--- src/rtl/lc3b_types.sv ---
// Shared LC-3b types: L2 control FSM state encoding and L2 datapath mux selects.
package lc3b_types;

  typedef enum logic [1:0] {
    IDLE      = 2'd0,
    HIT_CHECK = 2'd1,
    WRITEBACK = 2'd2,
    ALLOCATE  = 2'd3
  } l2_ctrl_state_t;

  localparam logic L2_DATAIN_ARB   = 1'b0;
  localparam logic L2_DATAIN_PMEM  = 1'b1;
  localparam logic L2_PADDR_REQ    = 1'b0;
  localparam logic L2_PADDR_VICTIM = 1'b1;

endpackage

--- src/rtl/l2_perf_counter.sv ---
// Saturating 32-bit event counter with asynchronous active-high reset.
module l2_perf_counter (
  input  logic        clk,
  input  logic        reset,
  input  logic        inc,
  output logic [31:0] count
);

  // Count events, holding at all-ones once saturated
  always_ff @(posedge clk or posedge reset) begin
    if (reset)
      count <= '0;
    else if (inc && (count != '1))
      count <= count + 32'd1;
  end

endmodule

--- src/rtl/l2_cache_control.sv ---
// Control FSM for the unified 2-way set-associative L2 cache.
// Optional hit/miss performance counters are built when L2_PERF_CNT_EN is defined.
module l2_cache_control
  import lc3b_types::*;
#(
  parameter int unsigned HIT_LAT = 1
) (
  input  logic clk,
  input  logic reset,
  input  logic arb_l2_mem_read,
  input  logic arb_l2_mem_write,
  output logic l2arb_mem_resp,
  input  logic hit0,
  input  logic hit1,
  input  logic dirty0,
  input  logic dirty1,
  input  logic lru_out,
  output logic pmem_read,
  output logic pmem_write,
  input  logic pmem_resp,
  output logic load_data0,
  output logic load_data1,
  output logic load_tag0,
  output logic load_tag1,
  output logic load_valid0,
  output logic load_valid1,
  output logic load_dirty0,
  output logic load_dirty1,
  output logic dirty_in,
  output logic load_lru,
  output logic lru_in,
  output logic way_sel,
  output logic datain_sel,
  output logic pmem_addr_sel
`ifdef L2_PERF_CNT_EN
  ,
  output logic [31:0] hit_count,
  output logic [31:0] miss_count
`endif
);

  localparam logic [1:0] CNT_RELOAD = 2'(HIT_LAT - 1);

  l2_ctrl_state_t state, next_state;
  logic [1:0] cnt, next_cnt;
  logic       victim, next_victim;

  logic req, hit, hit_way, victim_dirty, decide;

  assign req          = arb_l2_mem_read | arb_l2_mem_write;
  assign hit          = hit0 | hit1;
  assign hit_way      = ~hit0;                  // way 0 wins if both report a hit
  assign victim_dirty = lru_out ? dirty1 : dirty0;
  assign decide       = (state == HIT_CHECK) && req && (cnt == 2'd0);

  // State, wait counter and victim way registers
  always_ff @(posedge clk or posedge reset) begin
    if (reset) begin
      state  <= IDLE;
      cnt    <= '0;
      victim <= 1'b0;
    end else begin
      state  <= next_state;
      cnt    <= next_cnt;
      victim <= next_victim;
    end
  end

  // Next-state and output decode
  always_comb begin
    next_state     = state;
    next_cnt       = cnt;
    next_victim    = victim;
    l2arb_mem_resp = 1'b0;
    pmem_read      = 1'b0;
    pmem_write     = 1'b0;
    load_data0     = 1'b0;
    load_data1     = 1'b0;
    load_tag0      = 1'b0;
    load_tag1      = 1'b0;
    load_valid0    = 1'b0;
    load_valid1    = 1'b0;
    load_dirty0    = 1'b0;
    load_dirty1    = 1'b0;
    dirty_in       = 1'b0;
    load_lru       = 1'b0;
    lru_in         = 1'b0;
    way_sel        = 1'b0;
    datain_sel     = L2_DATAIN_ARB;
    pmem_addr_sel  = L2_PADDR_REQ;

    unique case (state)
      IDLE: begin
        if (req) begin
          next_state = HIT_CHECK;
          next_cnt   = CNT_RELOAD;
        end
      end

      HIT_CHECK: begin
        if (!req) begin
          next_state = IDLE;
        end else if (cnt != 2'd0) begin
          next_cnt = cnt - 2'd1;
        end else if (hit) begin
          l2arb_mem_resp = 1'b1;
          way_sel        = hit_way;
          load_lru       = 1'b1;
          lru_in         = ~hit_way;
          if (arb_l2_mem_write) begin
            load_data0  = ~hit_way;
            load_data1  = hit_way;
            load_dirty0 = ~hit_way;
            load_dirty1 = hit_way;
            dirty_in    = 1'b1;
            datain_sel  = L2_DATAIN_ARB;
          end
          next_state = IDLE;
        end else begin
          next_victim = lru_out;
          next_state  = victim_dirty ? WRITEBACK : ALLOCATE;
        end
      end

      WRITEBACK: begin
        pmem_write    = 1'b1;
        pmem_addr_sel = L2_PADDR_VICTIM;
        way_sel       = victim;
        if (pmem_resp) begin
          load_dirty0 = ~victim;
          load_dirty1 = victim;
          dirty_in    = 1'b0;
          next_state  = req ? ALLOCATE : IDLE;
        end
      end

      ALLOCATE: begin
        pmem_read     = 1'b1;
        pmem_addr_sel = L2_PADDR_REQ;
        if (pmem_resp) begin
          load_data0  = ~victim;
          load_data1  = victim;
          load_tag0   = ~victim;
          load_tag1   = victim;
          load_valid0 = ~victim;
          load_valid1 = victim;
          load_dirty0 = ~victim;
          load_dirty1 = victim;
          dirty_in    = 1'b0;
          datain_sel  = L2_DATAIN_PMEM;
          next_state  = req ? HIT_CHECK : IDLE;
          next_cnt    = CNT_RELOAD;
        end
      end

      default: next_state = IDLE;
    endcase
  end

`ifdef L2_PERF_CNT_EN
  logic retry;

  // Marks the HIT_CHECK pass that follows an allocate so its hit is not counted
  always_ff @(posedge clk or posedge reset) begin
    if (reset)
      retry <= 1'b0;
    else if (next_state == IDLE)
      retry <= 1'b0;
    else if ((state == ALLOCATE) && pmem_resp)
      retry <= 1'b1;
  end

  l2_perf_counter u_hit_cnt (
    .clk   (clk),
    .reset (reset),
    .inc   (decide && hit && !retry),
    .count (hit_count)
  );

  l2_perf_counter u_miss_cnt (
    .clk   (clk),
    .reset (reset),
    .inc   (decide && !hit),
    .count (miss_count)
  );
`endif

endmodule

--- config.mk ---
export PLATFORM = sky130hd
export DESIGN_NAME = l2_cache_control
export DESIGN_NICKNAME = d
export VERILOG_FILES = /design/src/rtl/lc3b_types.sv /design/src/rtl/l2_perf_counter.sv /design/src/rtl/l2_cache_control.sv
export SDC_FILE = /design/constraint.sdc
export NUM_CORES = 1
export LEC_CHECK = 0
export CELL_PAD_IN_SITES_DETAIL_PLACEMENT = 2
export CELL_PAD_IN_SITES_GLOBAL_PLACEMENT = 2
export CORE_MARGIN = 2
export CORE_UTILIZATION = 23
export CTS_CLUSTER_DIAMETER = 60
export CTS_CLUSTER_SIZE = 14
export DETAILED_ROUTE_END_ITERATION = 6
export PLACE_DENSITY_LB_ADDON = 0.1
export SETUP_SLACK_MARGIN = 0.5
export SYNTH_ARGS = -nofsm -noshare
export SYNTH_HDL_FRONTEND = slang
export SYNTH_SLANG_ARGS = --single-unit
--- constraint.sdc ---
create_clock -name clk -period 2.75 [get_ports clk]
set_input_delay 0.4125 -clock clk [delete_from_list [all_inputs] [get_ports clk]]
set_output_delay 0.4125 -clock clk [all_outputs]
set_load 0.01 [all_outputs]
==> results.ini, run 1 <==
[critical_path]
worst-endpoint-required_ns=2.34
cp-end-kind=output port
r2r_slack_ns=0.74
arrival_ns=1.75
worst-setup-path-type=flop to output port
startpoint_type=flop
cp_max_fo=6
r2r-start=state[1]
rr_endpoint=cnt[0]
reg2regPathDepth=7

[synth]
netlist_area_um2=586
synth.avg_cell_area_um2=8.25
syn_nets=87
synth_seq_cells=5
synth_top_area_share=0.214
synth_area_leaders=dfrtp_1 21%, ha_1 13%, inv_1 5.8%
yosysTopAreaCell=dfrtp_1
ys_types=31
synth_warnings=0
netlist_instances=71
async_flop_share=1.00
synth_edf_count=0
ys_seq_area_frac=0.214
synthFlopType=dfrtp_1

[cells_and_area]
multi_input_area_um2=447
drive_above_1_share=0.225
syn2layout_area_growth_pct=67.9
final_nets=119
finalInstanceArea_um2=983
nFillCells=280
diodes=0
register_area_um2=126

[route]
drt_iter0_drc=2
first_pass_iters=2
vias_per_cell=4.79
ant_nets=0
drc=0
vias=632
wl_per_cell_um=15.0
finalWirelength_mm=1.98

[clock_tree]
clkTransAtPathRegs_ns=0.05
cts.sink_count=5
ctsHoldBuffers=0
cts_made_buffers=3
clock_latency_ns=0.26
clockBufferDepth=2
htree_levels=1
root_buffer=clkbuf_4
cts_tree=yes

[placed_design]
placed_area_um2=838
finalWeightedCongestion=0.762
place_hpwl_mm=1.48
io_buffers=26

[floorplan]
core_um2=2450
die_area_um2=2970
dieWidth_um=54.5
pin_count=27
num_rows=18
die_h_um=54.5
start_util=0.239

[sta]
max_freq_ghz=0.463
finalMaxSlewViolations=0
final_hold_viol_count=0
setup_viol=0
period_needed_ns=2.16
finalCritPeriodShare=0.786
finalSetupTns_ns=0
worstMarginPinSlew_ns=0.390
rsz0062_at_grt=true
relSlewSlack=0.740
finClkSkew_ns=0.00405

[global_routing]
track_usage=0.144
grt-ovfl-total=0
grt_max_degree=9
antenna_found_initial=0
grt_pass1_wl_mm=2.96
grt_pass1_vias=617

[power_and_ir_drop]
p_total_uw=859
power.leakage_nw=0.512
p_per_area_nw_per_um2=874
ir_worst_vdd_v=0.000516

[job]
drv_cap=0

[status]
status=finished, final reports clean

[hold_path]
hp-class=input pin to async pin

## per-stage QoR
stage                      util  cells  hold slack [ns]  setup slack (ns)
after floorplan               -     71            0.191              1.03
after global placement    0.341    121            0.572             0.279
after detailed placement  0.341    121            0.557             0.259
after CTS                 0.384    131            0.350             0.382
after global routing      0.401    132            0.359             0.481
final                     0.401    132            0.348             0.588
## where the power goes
part	leakage (nW)	internal, mW	switching [mW]	total (mW)
clock network	0.0150	0.0553	0.0376	0.0929
registers	0.0619	0.110	0.0516	0.161
logic	0.435	0.323	0.282	0.605
total	0.512	0.488	0.371	0.859
## worst max-delay path: stages (launching register included)
cell and delay (ns):
dfrtp_1 0.42, inv_2 0.11, ha_4 0.17, nand3_1 0.12, nor2_1 0.13, clkdlybuf4s50_1 0.54
## layer usage
| metal | global-route usage | vias up | routed length [um] |
|---|---|---|---|
| met5 | 0 | - | 0 |
| met4 | 0.0375 | 0 | 19 |
| met3 | 0.0437 | 2 | 77 |
| met2 | 0.233 | 16 | 948 |
| met1 | 0.186 | 304 | 931 |
| li1 | - | 310 | - |
## sequential cells by signal (all words and copies together), names as in the netlist
| signal | flops |
|---|---|
| victim | 1 |
| state | 2 |
| cnt | 2 |
## cell type report
type | count | share of cell area
well taps | 30 | 0.0382
multi-input cells | 51 | 0.454
flip-flops and latches | 5 | 0.128
clock buffers | 4 | 0.0267
repair buffers | 33 | 0.318
inverters | 9 | 0.0344
## placed cells by master (no fill, tap or decap), drive strengths merged
| cell type | synthesis | routed |
|---|---|---|
| clkdlybuf4s50 | 0 | 14 |
| inv | 9 | 9 |
| dlygate4sd2 | 0 | 8 |
| buf | 5 | 7 |
| nor2 | 6 | 6 |
| ha | 6 | 6 |
| dfrtp | 5 | 5 |
| nand3 | 4 | 4 |
| dlymetal6s2s | 0 | 4 |
| clkbuf | 1 | 4 |
| mux2i | 3 | 3 |
| nor3b | 2 | 2 |
| o31ai | 2 | 2 |
| o311ai | 2 | 2 |
| o211ai | 2 | 2 |
| nand2 | 2 | 2 |
| o21ai | 2 | 2 |
| o21a | 2 | 2 |
| and3 | 2 | 2 |
| nor2b | 2 | 2 |
| mux2 | 2 | 2 |
| nand2b | 2 | 2 |
| or3 | 1 | 1 |
| nor3 | 1 | 1 |
| nand4 | 1 | 1 |
| a21oi | 1 | 1 |
| a21boi | 1 | 1 |
| o22a | 1 | 1 |
| a311oi | 1 | 1 |
| o21ba | 1 | 1 |
| a211o | 1 | 1 |
| o221ai | 1 | 1 |
## Yosys cell counts (all sizes together), types with 2 or more instances
master and number:
buf 5, nand2b 2, mux2i 3, nand3 4, nor2b 2, o31ai 2, o311ai 2, ha 6
inv 9, nand2 2, o21ai 2, nor2 6, nor3b 2, dfrtp 5, o211ai 2, and3 2
mux2 2, o21a 2
## timing repair
| action | CTS | global route |
|---|---|---|
| resized for setup | 20 | 7 |
| setup buffers | 6 | 1 |
| endpoints found under the setup margin | 9 | 6 |
## logic make-up (layout without fill, tap and decap cells)
family | count (synthesis) | count (layout) | synth area share
compound gates | 17 | 17 | 0.222
buf+inv | 15 | 46 | 0.135
mux | 5 | 5 | 0.0961
fa+ha+maj | 6 | 6 | 0.128
flops | 5 | 5 | 0.214
simple gates | 23 | 23 | 0.205
## worst max-delay path by stage
stage                           startpoint        to  slack (ns)
final                             state[1]  dirty_in        0.59
after global routing              state[1]  dirty_in        0.48
after CTS                             hit1   way_sel        0.38
after detailed placement  arb_l2_mem_write   way_sel        0.26
after global placement    arb_l2_mem_write   way_sel        0.28
after floorplan                   state[1]    cnt[1]        1.03
Note: power is estimated with default switching activity, not from simulation.
==> run 2, diff against run 1 <==
CORE_UTILIZATION = 19   (was 23)
clock period = 1.75 ns   (was 2.75 ns; I/O delays follow)
==> run 2 against run 1 <==
The run now ends with setup timing left. Wire length grew 44%. Largest cell class unchanged. Register-to-register slack worse by 0.79 ns. Critical path depth rose by 1. Non-clock buffer count grew 32. First-iteration DRC count rose to 6.0 times the previous value. Critical path type is now flop to flop. Highest routed layer is now met3.
==> results.ini, run 2 (synthesis results as in run 1) <==
[route]
vias_per_cell=4.62  ; was 4.79
drt_iter0_drc=12  ; was 2
ant_nets=0  ; unchanged
first_pass_iters=3  ; was 2
finalWirelength_mm=2.85  ; was 1.98 mm
drc=0  ; unchanged
vias=772  ; was 632
wl_per_cell_um=17.1  ; was 15.0 um

[sta]
finalMaxSlewViolations=0  ; unchanged
hold_slack_ns=0.219  ; was 0.348 ns
max_freq_ghz=0.555
setup_viol=4  ; was 0
finalWorstSetupSlack_ns=-0.0506  ; was 0.588 ns
relSlewSlack=0.771  ; was 0.740
finalCritPeriodShare=1.03
period_needed_ns=1.80
rsz0062_at_grt=true  ; unchanged
final_hold_viol_count=0  ; unchanged
finClkSkew_ns=0.00507  ; was 0.00405 ns
worstMarginPinSlew_ns=0.343  ; was 0.390 ns

[cells_and_area]
multi_input_area_um2=608  ; was 447 um^2
final_cell_mix=26 x buf_4, 21 x buf_6, 9 x buf_2  ; was 14 x clkdlybuf4s50_1, 8 x dlygate4sd2_1, 7 x buf_4
syn2layout_area_growth_pct=140  ; was 67.9%
drive_above_1_share=0.701  ; was 0.225
top_regs=cnt: 2 flops, state: 2 flops, victim: 1 flops  ; unchanged
final_common_cell=buf_4  ; was clkdlybuf4s50_1
nFillCells=321  ; was 280
register_area_um2=126  ; unchanged
diodes=0  ; unchanged
final_nets=151  ; was 119
layout.cells.non_filler=167  ; was 132

[placed_design]
finalWeightedCongestion=0.721  ; was 0.762
dp.cells=148  ; was 121
place_ws_ns=-0.307  ; was 0.259 ns
place_hpwl_mm=1.91  ; was 1.48 mm
io_buffers=26  ; unchanged

[global_routing]
grt_pass1_vias=867  ; was 617
grt_use_met2=0.341  ; was 0.233
track_usage=0.167  ; was 0.144
busiest_layer=met2  ; unchanged
grt_pass1_wl_mm=4.37  ; was 2.96 mm
grt_use_met3=0.0262  ; was 0.0437
grtUsageMet1=0.190  ; was 0.186
grt_max_degree=8  ; was 9
grt-ovfl-total=0  ; unchanged
antenna_found_initial=0  ; unchanged

[power_and_ir_drop]
power.leakage_nw=0.661  ; was 0.512 nW
p_per_area_nw_per_um2=1490  ; was 874 nW/um^2
ir_worst_vdd_v=0.000754  ; was 0.000516 V

[critical_path]
worst-setup-path-type=flop to flop  ; was flop to output port
startpoint_type=flop  ; unchanged
cp_max_fo=3  ; was 6
arrival_ns=1.93  ; was 1.75 ns
cp-end-kind=flop  ; was output port
worst-endpoint-required_ns=1.88  ; was 2.34 ns

[clock_tree]
clockBufferDepth=2  ; unchanged
clock_latency_ns=0.24  ; was 0.26 ns
htree_levels=1  ; unchanged
clkTransAtPathRegs_ns=0.04  ; was 0.05 ns
cts.sink_count=5  ; unchanged
ctsHoldBuffers=0  ; unchanged
root_buffer=clkbuf_4  ; unchanged
cts_made_buffers=3  ; unchanged
cts_tree=yes  ; unchanged

[status]
status=finished with violations  ; was finished, final reports clean
violations=setup timing

[floorplan]
die_h_um=59.5  ; was 54.5 um
die_area_um2=3540  ; was 2970 um^2
num_rows=20  ; was 18
dieWidth_um=59.5  ; was 54.5 um
start_util=0.195  ; was 0.239
pin_count=27  ; unchanged
core_um2=3000  ; was 2450 um^2

[job]
drv_cap=0  ; unchanged

[hold_path]
hp-class=input pin to async pin  ; unchanged

-- run 2: cell count changes in the layout (fill, tap and decap cells not counted), moves of 3 or more --
cell / previous run / this run
dlygate4sd2_1: 8 / 2
clkdlybuf4s50_1: 14 / 7
nor2_2: 0 / 3
buf_4: 7 / 26
dlymetal6s2s_1: 4 / 0
buf_6: 0 / 21
buf_2: 0 / 9
nor2_1: 6 / 2
-- run 2: layer usage --
| layer | vias to the layer above | part of all wire |
|---|---|---|
| li1 | 377 | - |
| met1 | 381 | 0.43 |
| met2 | 14 | 0.55 |
| met3 | 0 | 0.023 |
| met4 | 0 | 0 |
| met5 | - | 0 |
-- run 2: area by class of cell --
class                   count  share of cell area
multi-input cells          51               0.434
repair buffers             65               0.402
flip-flops and latches      5              0.0901
inverters                   9              0.0259
clock buffers               4              0.0187
well taps                  33              0.0294
-- run 2: timing repair --
action	4_1_cts	5_1_grt
endpoints found under the setup margin	22	22
setup buffers	10	5
gates resized for setup	124	7
pin swaps	9	10
gates cloned	0	0
-- run 2: worst paths after layout --
path	from	to	slack, ns	cells after the start
setup / recovery	state[1]	cnt[0]	-0.05	6
hold / removal	reset	state[1]	0.22	2
setup reg to reg	state[1]	cnt[0]	-0.05	6
hold reg to reg	cnt[0]	cnt[0]	0.66	2
max in group asynchronous	reset	state[0]	1.35	2
min in group clk	cnt[0]	cnt[0]	0.66	2
-- run 2: report_power, final --
group	internal (mW)	leakage [nW]	switching, mW
clock network	0.0859	0.0150	0.0423
logic	0.954	0.584	0.744
registers	0.172	0.0619	0.0858
-- run 2: critical path, cell delays in order, from the launching register on --
cell      delay [ns]
dfrtp_1         0.40
inv_2           0.11
buf_6           0.12
ha_4            0.19
mux2_4          0.28
or3_4           0.37
o311ai_4        0.22
-- run 2: through the flow --
stage	area [um^2]	total power, mW	setup TNS, ns	util
global placement	1050	1.27	-2.83	0.351
finish	1400	2.08	-0.145	0.467
detailed placement	1050	1.30	-3.10	0.351
floorplan	618	0.799	0	-
global route	1400	2.21	-0.652	0.467
CTS	1340	1.98	-0.0785	0.445
